### src/rtl/mips_trace_pkg.sv
`default_nettype none
// ============================================================================
// Package     : mips_trace_pkg
// Description : Shared constants and record layout for the MIPS32 write-back
//               commit-trace buffer.
// Revision    : 1.0  initial release
// ============================================================================
package mips_trace_pkg;

   localparam int REG_ADDR_W = 5;
   localparam logic [REG_ADDR_W-1:0] REG_ZERO = 5'd0;
   localparam int DROP_CNT_W = 16;

   // Record layout at the default widths (16-bit stamp, 32-bit data).
   localparam int TRC_CYC_W  = 16;
   localparam int TRC_DATA_W = 32;

   typedef struct packed {
      logic [TRC_CYC_W-1:0]  cycle;
      logic                  src;
      logic [REG_ADDR_W-1:0] addr;
      logic [TRC_DATA_W-1:0] data;
   } trace_rec_t;

   localparam int TRACE_REC_W = $bits(trace_rec_t);

   // Packed record width for arbitrary stamp/data widths.
   function automatic int trace_rec_width(input int cyc_w, input int data_w);
      return cyc_w + 1 + REG_ADDR_W + data_w;
   endfunction

endpackage : mips_trace_pkg
`default_nettype wire

### src/rtl/wb_trace_fifo.sv
`default_nettype none
// ============================================================================
// Module      : wb_trace_fifo
// Description : Generic synchronous first-word-fall-through FIFO. A push into
//               a full FIFO is accepted only when a pop frees the slot in the
//               same cycle. While empty, rd_data holds the last popped word
//               (zero after reset or clear).
// Revision    : 1.0  initial release
// ============================================================================
module wb_trace_fifo #(
   parameter int WIDTH = 8,
   parameter int DEPTH = 16
) (
   input  logic                   clk,
   input  logic                   reset,
   input  logic                   clear,
   input  logic                   push,
   input  logic                   pop,
   input  logic [WIDTH-1:0]       wr_data,
   output logic [WIDTH-1:0]       rd_data,
   output logic [$clog2(DEPTH):0] count,
   output logic                   full,
   output logic                   empty
);

   localparam int PTR_W = $clog2(DEPTH);
   localparam logic [PTR_W:0] FULL_CNT = (PTR_W+1)'(DEPTH);

   logic [WIDTH-1:0] mem [DEPTH];
   logic [PTR_W-1:0] wr_ptr;
   logic [PTR_W-1:0] rd_ptr;
   logic [PTR_W:0]   cnt;
   logic [WIDTH-1:0] last_pop;
   logic             do_pop;
   logic             do_push;

   assign empty   = (cnt == '0);
   assign full    = (cnt == FULL_CNT);
   assign count   = cnt;
   assign do_pop  = pop && !empty && !clear;
   assign do_push = push && !clear && (!full || do_pop);
   assign rd_data = empty ? last_pop : mem[rd_ptr];

   // Storage array: written only on an accepted push, never reset.
   always_ff @(posedge clk) begin
      if (reset && do_push)
         mem[wr_ptr] <= wr_data;
   end

   // Pointers, occupancy and the hold register shown while empty.
   always_ff @(posedge clk) begin
      if (!reset || clear) begin
         wr_ptr   <= '0;
         rd_ptr   <= '0;
         cnt      <= '0;
         last_pop <= '0;
      end else begin
         if (do_push)
            wr_ptr <= wr_ptr + PTR_W'(1);
         if (do_pop) begin
            rd_ptr   <= rd_ptr + PTR_W'(1);
            last_pop <= mem[rd_ptr];
         end
         if (do_push && !do_pop)
            cnt <= cnt + (PTR_W+1)'(1);
         else if (do_pop && !do_push)
            cnt <= cnt - (PTR_W+1)'(1);
      end
   end

endmodule : wb_trace_fifo
`default_nettype wire

### src/rtl/mips_wb_trace_buffer.sv
`default_nettype none
// ============================================================================
// Module      : mips_wb_trace_buffer
// Description : Passive commit-trace buffer on the MIPS32 write-back stage.
//               Captures retiring register writes with a cycle stamp into a
//               FWFT FIFO; records arriving while full are dropped and counted.
//               Optional macro WB_TRACE_FILTER_EN adds a per-register capture
//               mask input (reg_mask).
// Revision    : 1.0  initial release
// ============================================================================
module mips_wb_trace_buffer
   import mips_trace_pkg::*;
#(
   parameter int DEPTH  = 16,
   parameter int CYC_W  = 16,
   parameter int DATA_W = 32
) (
   input  logic                   clk,
   input  logic                   reset,
   input  logic                   en,
   input  logic                   clear,
`ifdef WB_TRACE_FILTER_EN
   input  logic [31:0]            reg_mask,
`endif
   input  logic                   wb_reg_write,
   input  logic [REG_ADDR_W-1:0]  wb_addr,
   input  logic [DATA_W-1:0]      wb_data,
   input  logic                   wb_mem_to_reg,
   output logic                   trc_valid,
   input  logic                   trc_ready,
   output logic [CYC_W-1:0]       trc_cycle,
   output logic [REG_ADDR_W-1:0]  trc_addr,
   output logic [DATA_W-1:0]      trc_data,
   output logic                   trc_src,
   output logic [$clog2(DEPTH):0] count,
   output logic                   overflow,
   output logic [DROP_CNT_W-1:0]  drop_cnt
);

   localparam int REC_W = trace_rec_width(CYC_W, DATA_W);

   logic [CYC_W-1:0] cycle_cnt;
   logic             capture;
   logic             reg_sel;
   logic             pop;
   logic             drop;
   logic             fifo_full;
   logic             fifo_empty;
   logic [REC_W-1:0] wr_rec;
   logic [REC_W-1:0] rd_rec;

`ifdef WB_TRACE_FILTER_EN
   assign reg_sel = reg_mask[wb_addr];
`else
   assign reg_sel = 1'b1;
`endif

   assign capture   = en && wb_reg_write && (wb_addr != REG_ZERO) && reg_sel;
   assign trc_valid = !fifo_empty;
   assign pop       = trc_valid && trc_ready;
   // A full FIFO still accepts the record when the head leaves this cycle.
   assign drop      = capture && fifo_full && !pop && !clear;
   assign wr_rec    = {cycle_cnt, wb_mem_to_reg, wb_addr, wb_data};
   assign {trc_cycle, trc_src, trc_addr, trc_data} = rd_rec;

   // Free-running stamp: advances on every enabled edge, wraps naturally.
   always_ff @(posedge clk) begin
      if (!reset || clear)
         cycle_cnt <= '0;
      else if (en)
         cycle_cnt <= cycle_cnt + CYC_W'(1);
   end

   // Drop accounting: sticky flag plus saturating counter.
   always_ff @(posedge clk) begin
      if (!reset || clear) begin
         overflow <= 1'b0;
         drop_cnt <= '0;
      end else if (drop) begin
         overflow <= 1'b1;
         if (drop_cnt != {DROP_CNT_W{1'b1}})
            drop_cnt <= drop_cnt + DROP_CNT_W'(1);
      end
   end

   wb_trace_fifo #(
      .WIDTH (REC_W),
      .DEPTH (DEPTH)
   ) u_fifo (
      .clk     (clk),
      .reset   (reset),
      .clear   (clear),
      .push    (capture),
      .pop     (pop),
      .wr_data (wr_rec),
      .rd_data (rd_rec),
      .count   (count),
      .full    (fifo_full),
      .empty   (fifo_empty)
   );

endmodule : mips_wb_trace_buffer
`default_nettype wire

### config.mk
export PLATFORM = sky130hd
export DESIGN_NAME = mips_wb_trace_buffer
export DESIGN_NICKNAME = d
export VERILOG_FILES = /design/src/rtl/mips_trace_pkg.sv /design/src/rtl/wb_trace_fifo.sv /design/src/rtl/mips_wb_trace_buffer.sv
export SDC_FILE = /design/constraint.sdc
export NUM_CORES = 1
export LEC_CHECK = 0
export ABC_AREA = 1
export BUFFER_PORTS_ARGS = -buffer_cell sky130_fd_sc_hd__buf_2
export CAP_MARGIN = 20
export CORE_ASPECT_RATIO = 1.4
export CORE_UTILIZATION = 42
export CTS_CLUSTER_SIZE = 20
export DETAILED_ROUTE_END_ITERATION = 12
export HOLD_SLACK_MARGIN = 0.08
export PLACE_DENSITY = 0.66
export SLEW_MARGIN = 10
export SYNTH_ARGS = -nofsm -noshare
export SYNTH_HDL_FRONTEND = slang
export SYNTH_SLANG_ARGS = --single-unit
### constraint.sdc
create_clock -name clk -period 5.37 [get_ports clk]
set_input_delay 0.2685 -clock clk [delete_from_list [all_inputs] [get_ports clk]]
set_output_delay 0.2685 -clock clk [all_outputs]
set_load 0.03 [all_outputs]
==> results_dict.tcl, run 1 <==
set metrics [dict create \
    status "completed" \
    cp-start-kind "flip-flop" \
    tightest_slew_ns 1.20 \
    coreArea_mm2 0.0954 \
    grt_pass1_vias 26900 \
    cp.arrival_ns 3.95 \
    async_flop_share_pct 0 \
    synth_cell_types 38 \
    grt_max_degree 215 \
    synth_ff_type "edfxtp_1" \
    die_area_mm2 0.0976 \
    grt_pass1_wl_um 157000 \
    crit_type "flip-flop to output pin" \
    htree_levels 3 \
    leakage_uw 0.0173 \
    post_route_cells_drive_above_1_share_pct 8.54 \
    die_w_um 264 \
    grt_use_total_pct 21.1 \
    cpMaxStageDelayCell "dfxtp_4" \
    overflow 0 \
    finClkSkew_ns 0.0212 \
    wire_per_inst_um 19.9 \
    ys_ff_latch 968 \
    cp-end-kind "output pin" \
    drtPass1Iterations 5 \
    die_h_um 369 \
    cts_root_buf "clkbuf_16" \
    dp.final_hpwl_um 51000 \
    postSynthCellCount 3807 \
    syn_nets 3863 \
    timing.fmax_ghz 0.237 \
    cts_tree "done" \
    synth_edf_count 864 \
    rsz0062_at_grt "false" \
    yosys_warnings 0 \
    drv_cap 0 \
    crit_fanout 190 \
    routabilityCongestion 0.743 \
    worst_path_largest_cell_delay_ns 0.78 \
    wl_um 103000 \
    nets 3948 \
    post_drt_via_cell_ratio 5.31 \
    path_clk_slew_ns 0.06 \
    slew_headroom_pct 20.0 \
    clkLatencyLatePin_ns 0.69 \
    multi_input_area_mm2 0.0108 \
    power-per-cell-area_mw_per_mm2 336 \
    final_hold_viol_count 0 \
    fin_tns_setup_ns 0 \
    start_util_pct 42.4 \
    path_common_cell "nand2_1" \
    cts_buffers 91 \
    area.sequential_mm2 0.0280 \
    fin_crit_sh_pct 78.5 \
    peakVddDrop_uv 220 \
    maxSlewViolCount 0 \
    cts.sinks 968 \
    drc 0 \
    cp_cell_sequence "clkinv_8, buf_4, nand2_1, nand2_1, nand2_1, nand3_1, nand3_1, nand2_1, nand2_1, nand2_1, buf_2" \
    setup_viol 0 \
    antenna_found_initial 2 \
    synth-seq-area-share_pct 69.2 \
    vias 27600 \
    crit_required_ns 5.10 \
    utilization_pct 47.7 \
    syn-cell-area_mm2 0.0405 \
    ioPinCount 121 \
    io_buffers 120 \
    hold_path.class "input port to flip-flop" \
    fin_crit_ns 4.22 \
    drtAntennaViolNets 0 \
    rows 134 \
    clk_path_buf_depth 3 \
    avgSynthCellArea_um2 10.6 \
    drt_iter0_drc 2493 \
    area_growth_pct 12.5 \
    fillCellCount 8318 \
]
==> repair_timing <==
item / 4_1_cts / 5_1_grt
endpoints found under the hold margin: 619 / 0
setup buffers: 0 / 0
resized for setup: 0 / 0
hold buffers: 40 / 0
==> where the power goes <==
part           leakage (µW)  internal [µW]  total [µW]  switching, µW
combinational       0.00739            154         631            477
sequential          0.00843           8170        8190           15.6
clock               0.00147           3640        6480           2840
==> layout by cell type (no fill, tap or decap), types with 3 or more instances in the layout <==
cell and count:
ha_1 11, nor2_2 7, clkinv_2 16, xor2_1 8
inv_16 3, o21bai_1 4, dfxtp_1 100, buf_12 12
buf_2 120, dlygate4sd3_1 40, bufinv_16 7, nor2_4 18
edfxtp_1 864, o21a_1 54, nor2_1 370, inv_2 4
dfxtp_4 4, o211ai_1 62, clkbuf_1 25, o21ai_1 77
clkinv_1 15, clkbuf_16 92, nand3_1 404, clkbuf_8 8
nand4_1 8, clkinv_8 4, o21ai_0 93, a21oi_1 20
nand2_1 1293, nor3_1 4, buf_4 31, inv_1 173
==> cells in the mapped netlist, types with 2 or more instances <==
library cell / number / area (µm²)
nand2_1: 1293 / 4850
edfxtp_1: 864 / 25900
nand3_1: 404 / 2020
nor2_1: 387 / 1450
inv_1: 173 / 649
dfxtp_1: 104 / 2080
o21ai_0: 93 / 465
buf_2: 78 / 390
o21ai_1: 77 / 385
clkbuf_1: 64 / 240
o211ai_1: 62 / 465
o21a_1: 54 / 405
buf_1: 35 / 131
buf_6: 22 / 248
a21oi_1: 20 / 100
buf_4: 11 / 82.6
ha_1: 11 / 138
inv_2: 8 / 30.0
nand4_1: 8 / 50.1
xor2_1: 8 / 70.1
nor2_2: 7 / 43.8
nor3_1: 4 / 20.0
o21bai_1: 4 / 30.0
nor3b_1: 2 / 15.0
==> critical path, delay by kind of cell (launching register included) <==
kind / cells / cell delay, ns
and+or+nand+nor: 8 / 0.74
DFF: 1 / 0.78
buffers and inverters: 3 / 1.51
==> flip-flops by register name, indices dropped and copies added, names as in the netlist, named ones only <==
name	count
cycle_cnt	16
drop_cnt	16
overflow	1
u_fifo.count	5
u_fifo.last_pop	54
u_fifo.mem	864
u_fifo.rd_ptr	4
u_fifo.wr_ptr	4
==> kinds of logic after synthesis <==
group,share of synthesized area [%]
compound gates,4.63
flops,69.2
xor+xnor,0.173
simple gates,21.1
fa+ha+maj,0.389
buf+inv,4.49
==> per-stage QoR <==
| step | total power [µW] | std cells | worst slack (ns) | area, µm² | hold WS (ns) |
|---|---|---|---|---|---|
| after floorplan | 8710 | 3807 | 1.26 | 40500 | 0.367 |
| after CTS | 15400 | 5192 | 1.18 | 45500 | 0.0947 |
| after global placement | 8950 | 4981 | 1.93 | 42100 | 0.456 |
| after detailed placement | 8960 | 4981 | 1.91 | 42100 | 0.468 |
| final | 15300 | 5195 | 1.15 | 45500 | 0.139 |
| after global routing | 15700 | 5194 | 0.995 | 45500 | 0.143 |
==> routing by layer <==
metal	part of all wire, %	track usage (%)	up-vias
met5	0.025	0	-
met4	2.5	7.03	4
met3	6.8	2.93	179
met2	50	37.2	985
met1	40	26.6	13400
li1	-	-	13000
==> worst paths after layout <==
path,endpoint,from,cells past startpoint,slack [ns]
min,u_fifo.rd_ptr[0],clear,4,0.14
min reg2reg,flip-flop,u_fifo.rd_ptr[2],2,0.49
max reg2reg,u_fifo.mem[0][7],u_fifo.count[0],10,1.91
max,trc_cycle[10],flip-flop,11,1.15
==> final cells by class <==
| cell class | count | share of cell area (%) |
|---|---|---|
| diodes | 1 | 0.00549 |
| inverters | 183 | 1.57 |
| clock buffers | 125 | 5.50 |
| well taps | 1224 | 3.36 |
| flip-flops and latches | 968 | 61.6 |
| clock inverters | 46 | 1.06 |
| repair buffers | 204 | 3.30 |
| multi-input cells | 2444 | 23.6 |
Note: power is estimated with default switching activity, not from simulation.
==> run 2: changes to the inputs <==
Settings changed: PLACE_DENSITY 0.66 to 0.68.
Clock period 5.37 ns to 3.5 ns, I/O delays scaled along.
==> results_dict.tcl, run 2 (same netlist as run 1, synthesis figures left out) <==
set metrics [dict create \
    peakVddDrop_uv 338 \
    start_util_pct 42.4 \
    area_growth_pct 13.2 \
    coreArea_mm2 0.0954 \
    setup_viol 0 \
    r2r-start "u_fifo.count[0]" \
    wire_per_inst_um 19.6 \
    crit_type "flip-flop to output pin" \
    power-per-cell-area_mw_per_mm2 507 \
    timing.fmax_ghz 0.310 \
    r2r_cells 9 \
    busiest_layer "met2" \
    ioPinCount 121 \
    crit_required_ns 3.32 \
    dp.final_hpwl_um 51600 \
    grt_pass1_vias 26200 \
    postCtsResizedCells 0 \
    rows 134 \
    drtAntennaViolNets 0 \
    final_common_cell "nand2_1" \
    nets 3961 \
    largest_register_ffs 864 \
    use_met1_pct 26.2 \
    slew_headroom_pct 26.2 \
    final_hold_viol_count 0 \
    rsz0062_at_grt "false" \
    path_clk_slew_ns 0.06 \
    final_cell_mix "nand2_1 (1293), edfxtp_1 (864), nand3_1 (404), nor2_1 (370), inv_1 (173)" \
    worst_path_largest_cell_delay_ns 0.49 \
    cts_buffers 90 \
    cp-start-kind "flip-flop" \
    met2_usage_pct 36.3 \
    die_w_um 264 \
    finClkSkew_ns 0.0235 \
    status "completed" \
    post_route_cells_drive_above_1_share_pct 8.94 \
    die_area_mm2 0.0976 \
    grt_pass1_wl_um 155000 \
    io_buffers 120 \
    cts_tree "done" \
    hp-start "wb_reg_write" \
    overflow 0 \
    whs_ns 0.131 \
    power_uw 23200 \
    antenna_found_initial 2 \
    cpMaxStageDelayCell "buf_12" \
    cp.arrival_ns 3.05 \
    vias 27300 \
    min_path_cells 9 \
    fin_crit_ns 3.23 \
    grt_max_degree 201 \
    grt_use_total_pct 20.8 \
    top_regs "u_fifo.mem: 864 flops, u_fifo.last_pop: 54 flops" \
    clk_path_buf_depth 3 \
    maxSlewViolCount 0 \
    cp_cell_sequence "buf_12, nor2_1, nor2_1, o21ai_1, nand3_1, nand3_1, nand2_1, nand2_1, nand2_1, buf_2" \
    top_register "u_fifo.mem" \
    tightest_slew_ns 1.11 \
    cts_root_buf "clkbuf_16" \
    die_h_um 369 \
    drc 0 \
    clkLatencyLatePin_ns 0.68 \
    fin_crit_sh_pct 92.2 \
    crit_fanout 200 \
    drv_cap 0 \
    leakage_uw 0.0174 \
    routabilityCongestion 0.769 \
    path_common_cell "nand2_1" \
    htree_levels 3 \
    cts.sinks 968 \
    wl_um 102000 \
    hold_path.class "input port to flip-flop" \
    drtPass1Iterations 5 \
    use_met3_pct 3.17 \
    post_drt_via_cell_ratio 5.25 \
    finalInstanceArea_mm2 0.0458 \
    drt_iter0_drc 2416 \
    placed_cell_area_mm2 0.0425 \
    cp-end-kind "output pin" \
]
==> run 2: final cells by class <==
class	count	area, µm²
multi-input cells	2444	10800
inverters	183	712
repair buffers	218	1840
clock buffers	120	2500
diodes	1	2.50
fillers	8266	49600
flip-flops and latches	968	28000
well taps	1224	1530
clock inverters	49	415
==> run 2: metrics by stage <==
step / worst slack [ns] / utilization (%) / setup TNS [ns] / cells
final: 0.273 / 48.0 / 0 / 5207
after global routing: 0.0803 / 48.0 / 0 / 5207
after CTS: 0.203 / 48.0 / 0 / 5206
after detailed placement: 0.822 / 44.5 / 0 / 4996
after global placement: 0.838 / 44.5 / 0 / 4996
after floorplan: -0.610 / - / -518.36 / 3807
==> run 2: report_power, final <==
part	total (µW)	leakage, µW	internal, µW	switching [µW]
clock network	9720	0.00143	5420	4300
logic	958	0.00752	253	705
registers	12600	0.00843	12500	21.7
total	23200	0.0174	18200	5030
==> run 2: final timing paths <==
path              slack [ns]                end
hold reg to reg         0.49          flip-flop
setup reg to reg        0.86  u_fifo.mem[12][3]
hold / removal          0.13        drop_cnt[8]
setup / recovery        0.27       trc_data[10]
==> run 2: worst max-delay path, delay by kind of cell, from the launching register on <==
family	cells	cell delay (ns)
AOI/OAI and AO/OA	1	0.11
buffers and inverters	2	0.69
and+or+nand+nor	7	0.83
DFF	1	0.44
==> run 2: per-layer routing <==
layer | vias up | share of wire [%]
met4 | 2 | 2.6
met2 | 915 | 50
met1 | 13200 | 41
met5 | - | 0.013
li1 | 13100 | -
met3 | 171 | 6.5
==> run 2: timing repair <==
item,CTS,global route
setup buffers,0,0
hold buffers,41,0
hold endpoints to repair,624,0
